===== config.mk =====
export PLATFORM = sky130hd
export DESIGN_NAME = mips_seq_divider
export DESIGN_NICKNAME = d
export VERILOG_FILES = /design/src/rtl/mips_seq_divider.sv
export SDC_FILE = /design/constraint.sdc
export NUM_CORES = 1
export LEC_CHECK = 0
export ABC_CLOCK_PERIOD_IN_PS = 3000
export CORE_MARGIN = 2
export CORE_UTILIZATION = 49
export CTS_BUF_LIST = sky130_fd_sc_hd__clkbuf_4 sky130_fd_sc_hd__clkbuf_8
export CTS_CLUSTER_DIAMETER = 200
export DETAILED_ROUTE_END_ITERATION = 8
export GPL_ROUTABILITY_DRIVEN = 0
export GPL_TIMING_DRIVEN = 0
export PLACE_DENSITY_LB_ADDON = 0.15
export RECOVER_POWER = 100
export REMOVE_ABC_BUFFERS = 1
export SLEW_MARGIN = 20
export SYNTH_ARGS = -nofsm -noshare
export SYNTH_HDL_FRONTEND = slang
export SYNTH_SLANG_ARGS = --single-unit

===== constraint.sdc =====
create_clock -name clk -period 3 [get_ports clk]
set_input_delay 0.75 -clock clk [delete_from_list [all_inputs] [get_ports clk]]
set_output_delay 0.75 -clock clk [all_outputs]
set_load 0.01 [all_outputs]

===== src/rtl/mips_seq_divider.sv =====
// Multi-cycle restoring divider for DIVU (and DIV when SIGNED_DIV_EN is defined).
// One quotient bit per cycle; HI = remainder, LO = quotient.
module mips_seq_divider #(
  parameter int WIDTH = 32,
  parameter int CNT_W = 6
) (
  input  logic             clk,
  input  logic             reset,
  input  logic             start,
  input  logic             is_signed,
  input  logic [WIDTH-1:0] dividend,
  input  logic [WIDTH-1:0] divisor,
  output logic             busy,
  output logic             done,
  output logic [WIDTH-1:0] quotient,
  output logic [WIDTH-1:0] remainder,
  output logic             div_by_zero
);

  typedef enum logic [1:0] {S_IDLE, S_BUSY, S_FIXUP, S_DONE} state_t;

  localparam logic [WIDTH-1:0] ONE  = WIDTH'(1);
  localparam logic [CNT_W-1:0] LAST = CNT_W'(WIDTH - 1);

  function automatic logic [WIDTH-1:0] negate(input logic [WIDTH-1:0] v);
    return ~v + ONE;
  endfunction

  function automatic logic [WIDTH-1:0] magnitude(input logic [WIDTH-1:0] v);
    return v[WIDTH-1] ? negate(v) : v;
  endfunction

  state_t           state, state_nxt;
  logic [CNT_W-1:0] cnt;
  logic [WIDTH-1:0] rem, quo, dvs;
  logic             dz, sop, neg_q, neg_r;

  logic             cap_sop;
  logic [WIDTH-1:0] cap_dvd, cap_dvs;
  logic [WIDTH:0]   shifted;
  logic             fits;
  logic [WIDTH-1:0] trial;

`ifdef SIGNED_DIV_EN
  assign cap_sop = is_signed;
`else
  logic unused_is_signed;
  assign unused_is_signed = is_signed;
  assign cap_sop = 1'b0;
`endif

  assign cap_dvd = cap_sop ? magnitude(dividend) : dividend;
  assign cap_dvs = cap_sop ? magnitude(divisor)  : divisor;

  // Partial remainder is one bit wider than the operands after the shift;
  // once it fits, the difference always fits back into WIDTH bits.
  assign shifted = {rem, quo[WIDTH-1]};
  assign fits    = (shifted >= {1'b0, dvs});
  assign trial   = shifted[WIDTH-1:0] - dvs;

  always_ff @(posedge clk) begin
    if (reset) state <= S_IDLE;
    else       state <= state_nxt;
  end

  always_comb begin
    state_nxt = state;
    case (state)
      S_IDLE:  if (start) state_nxt = S_BUSY;
      S_BUSY: begin
        if (dz)               state_nxt = S_DONE;
        else if (cnt == LAST) state_nxt = sop ? S_FIXUP : S_DONE;
      end
      S_FIXUP: state_nxt = S_DONE;
      S_DONE:  state_nxt = S_IDLE;
      default: state_nxt = S_IDLE;
    endcase
  end

  always_ff @(posedge clk) begin
    if (reset) begin
      cnt   <= '0;
      rem   <= '0;
      quo   <= '0;
      dz    <= 1'b0;
      sop   <= 1'b0;
      neg_q <= 1'b0;
      neg_r <= 1'b0;
    end else begin
      case (state)
        S_IDLE: begin
          if (start) begin
            cnt   <= '0;
            dvs   <= cap_dvs;
            sop   <= cap_sop;
            neg_q <= cap_sop & (dividend[WIDTH-1] ^ divisor[WIDTH-1]);
            neg_r <= cap_sop & dividend[WIDTH-1];
            dz    <= (divisor == '0);
            // Divide by zero: results are final at capture, raw dividend kept.
            if (divisor == '0) begin
              quo <= '1;
              rem <= dividend;
            end else begin
              quo <= cap_dvd;
              rem <= '0;
            end
          end
        end
        S_BUSY: begin
          if (!dz) begin
            cnt <= cnt + CNT_W'(1);
            quo <= {quo[WIDTH-2:0], fits};
            rem <= fits ? trial : shifted[WIDTH-1:0];
          end
        end
        S_FIXUP: begin
          if (neg_q) quo <= negate(quo);
          if (neg_r) rem <= negate(rem);
        end
        default: ;
      endcase
    end
  end

  assign busy        = (state == S_BUSY) || (state == S_FIXUP);
  assign done        = (state == S_DONE);
  assign quotient    = quo;
  assign remainder   = rem;
  assign div_by_zero = dz;

endmodule


# Word-level counts from Yosys, hierarchy flattened
# Cells that the tools add are included.
dict set report totals {
  regBits 105
  latchBits 0
  ramBits 0
  mem_bits_ro 0
  input_bits 68
  output_inout_bits 67
  wordCells 44
  mem_count 0
}
dict set report classes {
  n_addsub 2
  multipliers 0
  div 0
  magnitude_cmp 1
  eq_ne 7
  n_shift 0
  muxes 16
  n_bitwise 2
  reduce_logical 10
}
# op count
set op_table {}
lappend op_table {{$mux 32} 7}
lappend op_table {{$pmux 32 s2} 2}
lappend op_table {{$ge 33x32->1} 1}
lappend op_table {{$logic_not 32->1} 1}
lappend op_table {{$sub 32x32->32} 1}
lappend op_table {{$mux 6} 2}
lappend op_table {{$pmux 6 s2} 1}
lappend op_table {{$pmux 2 s4} 1}
lappend op_table {{$add 6x1->6 const B} 1}
lappend op_table {{$eq 6x5->1 const B} 1}
lappend op_table {{$mux 2} 3}
lappend op_table {{$reduce_and 3->1} 2}
lappend op_table {{$eq 2x2->1 const B} 2}
lappend op_table {{$ne 2x2->1 const B} 2}
lappend op_table {{$reduce_and 2->1} 2}
lappend op_table {{$reduce_and 4->1} 1}
lappend op_table {{$ne 3x3->1 const B} 1}
lappend op_table {{$reduce_bool 3->1} 1}
lappend op_table {{$eq 2x1->1 const B} 1}
lappend op_table {{$logic_not 2->1} 1}
lappend op_table {{$not 1->1} 2}
lappend op_table {{$reduce_bool 2->1} 1}
lappend op_table {{$logic_or 1x1->1} 1}

# Logic depth before layout (Yosys ltp)
dict set report depth {
  ltp_word 4
  ltp_mapped 14
  ltp_nobuf 13
}

# Least setup slack after synthesis
# No wires, ideal clock.
dict set report synth_path {
  path_type {in2reg}
  startpoint {input reset}
  endpoint {register dvs[0] (enable)}
  arrival_time_ns 2.708
  t_required_ns 2.579
  slack_ns -0.129
  stages 4
  n_path_buf 3
  path_cell_list {clkbuf_1 -> clkbuf_1 -> buf_1 -> nor2_1}
}
dict set report synth_between {
  elab_chain_cells 2
}
# element line
set synth_lines {}
lappend synth_lines {{start: declaration} 8} ;# input logic reset,
lappend synth_lines {{$not 1->1 (no source line)} n/a}
lappend synth_lines {{$reduce_and 3->1 (no source line)} n/a}
lappend synth_lines {{end signal: assignment} 94} ;# dvs <= cap_dvs;
lappend synth_lines {{end: declaration} 35} ;# logic [WIDTH-1:0] rem, quo, dvs;
# No other way between the ends.
# A chain may end at the register's enable or synchronous reset.

# Final worst setup path
dict set report layout_path {
  startpoint {input divisor[11]}
  endpoint {register rem[28] (netlist: remainder[28])}
}
dict set report layout_between {
  elab_chain_cells 4
}
# element line
set layout_lines {}
lappend layout_lines {{start: declaration} 12} ;# input logic [WIDTH-1:0] divisor,
lappend layout_lines {{$logic_not 32->1} 100} ;# if (divisor == '0) begin
lappend layout_lines {{$mux 32} 100}
lappend layout_lines {{$mux 32} 92} ;# if (start) begin
lappend layout_lines {{$pmux 32 s2} 90} ;# case (state)
lappend layout_lines {{end signal: assignment} 102} ;# rem <= dividend;
lappend layout_lines {{end signal: assignment} 113} ;# rem <= fits ? trial : shifted[WIDTH-1:0];
lappend layout_lines {{end signal: assignment} 118} ;# if (neg_r) rem <= negate(rem);
lappend layout_lines {{end: declaration} 35}
# No other way between the ends. The select of a mux whose other input is x is not followed.

==> flow_metrics.py <==
metrics = {
    "routing": {
        "vias": 6645,
        "wl_per_cell_um": 18.5,
        "via_per_inst": 6.09,
        "firstDrtPassIters": 5,
        "wirelength_um": 20200,
        "drt_iter0_markers": 510,
        "final_antenna_net_count": 0,
        "drc_errors": 0,
    },
    "timing": {
        "rsz0062_at_grt": "true",
        "skew_ns": 0.0113,
        "setup_viol": 1,
        "worstMarginPinSlew_ns": 1.08,
        "slew_viol_final": 0,
        "fin_crit_sh_pct": 100,
        "setup_tns_ns": -0.00821,
        "period_minus_slack_ns": 3.01,
        "fin_hold_ws_ns": 0.506,
        "maxSlewHeadroom_pct": 27.9,
        "max_freq_mhz": 332,
        "hold_viol_final": 0,
        "setup_slack_ns": -0.00821,
    },
    "cells_and_area": {
        "fin_nets": 1017,
        "finalNonFillerCells": 1091,
        "final_common_cell": "nor2_1",
        "fin_util_pct": 67.4,
        "drive_gt1_share_pct": 13.6,
        "synthToLayoutAreaGrowth_pct": 33.6,
        "layout_common_cells": "nor2_1, dlygate4sd3_1, dfxtp_1, nand2_1, a21oi_1",
        "antenna_cells": 0,
        "fill_cells": 1088,
    },
    "floorplan": {
        "die_h_um": 121,
        "start_util_pct": 50.4,
        "num_io_pins": 135,
        "die_area_um2": 14700,
        "rows": 42,
        "die_x_um": 121,
        "core_um2": 13300,
    },
    "logic_synthesis": {
        "async_flop_share_pct": 0,
        "synthFlopType": "dfxtp_1",
        "synth_top_area_share_pct": 21.7,
        "avgSynthCellArea_um2": 8.52,
        "syn_inst": 790,
        "syn_area_um2": 6730,
        "synth_top_cell_by_area": "dfxtp_1",
        "synth_edf_count": 32,
        "synth_seq_area_share_pct": 36.0,
        "netlist-cell-type-count": 65,
        "postSynthRegisterBits": 105,
        "yosys-top-cells-area": "dfxtp_1, edfxtp_1, ha_1",
        "synth_warnings": 0,
    },
    "grt": {
        "grt_pass1_wl_um": 31100,
        "antenna_found_initial": 0,
        "grt_pass1_vias": 6253,
        "grt_max_degree": 57,
        "grt-ovfl-total": 0,
        "grt_use_total_pct": 26.5,
    },
    "power": {
        "power-per-cell-area_nw_per_um2": 839,
        "p_leak_nw": 3.65,
        "ir_drop_mv": 0.507,
    },
    "clock_network": {
        "clock_latency_ns": 0.40,
        "cts_max_path_buffers": 2,
        "clock_sinks": 105,
        "path_clk_slew_ns": 0.10,
        "cts_buffers": 9,
        "cts_tree": "built",
        "root_buffer": "clkbuf_8",
        "htree_levels": 3,
    },
    "place": {
        "place.port_buffers": 133,
        "dp_hpwl_um": 13900,
        "post-place-cells": 1053,
        "post-place-ws_ns": -0.955,
    },
    "flow_run": {
        "drv_cap": 0,
    },
    "critical_path": {
        "required_ns": 3.31,
        "cp-start-kind": "primary input",
        "setup.worst_path.end_class": "register",
        "worstPathMaxFanout": 8,
        "timing.critical_path.from": "divisor[11]",
        "r2r-start": "dvs[0]",
        "arrival_ns": 3.32,
        "worstSetupPathType": "in2reg",
    },
    "worst_hold_path": {
        "hold_path.class": "reg2reg",
        "holdCritStartpoint": "quotient[1]",
    },
    "outcome": {
        "outcome": "finished, violations left",
        "violations": "setup timing",
    },
}
kinds of logic after synthesis:
group	Yosys count	synth area share [%]
and+or+nand+nor	242	17.0
AOI/OAI and AO/OA	240	25.0
DFF	105	36.0
buffers and inverters	103	6.09
adders and majority gates	39	7.36
muxes	34	5.09
xor gates and xnor gates	27	3.51
cell usage after synthesis, types with 5 or more instances:
master / instances
nand3_1: 14
nand4_1: 13
a2111oi_0: 8
clkbuf_1: 45
mux2i_1: 32
nand2_1: 53
o21a_1: 5
nand2b_1: 7
a311oi_1: 28
o211ai_1: 5
a211oi_1: 25
a21oi_1: 51
xor2_1: 17
nor2_1: 89
o21ai_0: 35
a22oi_1: 21
or3_1: 5
nor4_1: 11
xnor2_1: 10
ha_1: 38
nor2b_1: 10
o31ai_1: 5
buf_2: 7
o21bai_1: 6
edfxtp_1: 32
dfxtp_1: 73
inv_1: 43
buf_1: 6
a21o_1: 17
nor3_1: 19
through the flow:
stage,instance area [um^2],total power (W)
after detailed placement,8260,0.00616
after floorplan,6480,0.00468
after global routing,9000,0.00807
final,9000,0.00754
after CTS,8630,0.00727
after global placement,8040,0.00602
layer usage:
metal,GRT usage (%),vias up,part of all wire [%]
met3,5.50,23,6.4
met5,0,-,0
met2,44.5,278,50
li1,-,3170,-
met1,33.9,3174,43
met4,9.20,0,1.4
worst paths after layout:
kind / endpoint / slack, ns / depth (start not counted)
worst max-delay path: remainder[28] / -0.008 / 9
worst min-delay path: quotient[1] / 0.51 / 2
worst max register to register: remainder[28] / 0.05 / 12
worst min register to register: quotient[1] / 0.51 / 2
cell type report:
cell class	count	area, um^2	share of cell area (%)
clock inverter	6	80.1	0.890
multi-input combinational	584	4320	48.0
sequential	105	2430	27.0
timing repair buffer	167	1650	18.4
clock buffer	10	138	1.53
tap	176	220	2.45
inverter	43	161	1.79
what timing repair did:
| action | 4_1_cts | 5_1_grt |
|---|---|---|
| buffers inserted | 10 | 10 |
| resized for setup | 17 | 67 |
| gates cloned | 0 | 2 |
| pin swaps | 11 | 22 |
| setup endpoints to repair | 61 | 32 |
| hold buffers | 0 | 0 |
power by group:
| group | switching, W | total (W) | internal [W] |
|---|---|---|---|
| Clock | 0.000505 | 0.000992 | 0.000488 |
| Combinational | 0.00242 | 0.00442 | 0.00200 |
| Sequential | 0.000316 | 0.00214 | 0.00182 |
flip-flops by register name, summed over array words and instances (netlist names):
register	flops
remainder	32
dvs	32
quotient	32
state	2
cnt	6
div_by_zero	1
critical path: stages:
cell	delay (ns)
dlygate4sd3_1	0.57
nor4_1	0.31
nand2_1	0.23
nor3_4	0.40
buf_6	0.21
buf_4	0.19
a21oi_1	0.07
or3_1	0.34
a211oi_1	0.24
No activity file was read; power rests on OpenSTA's default activity.
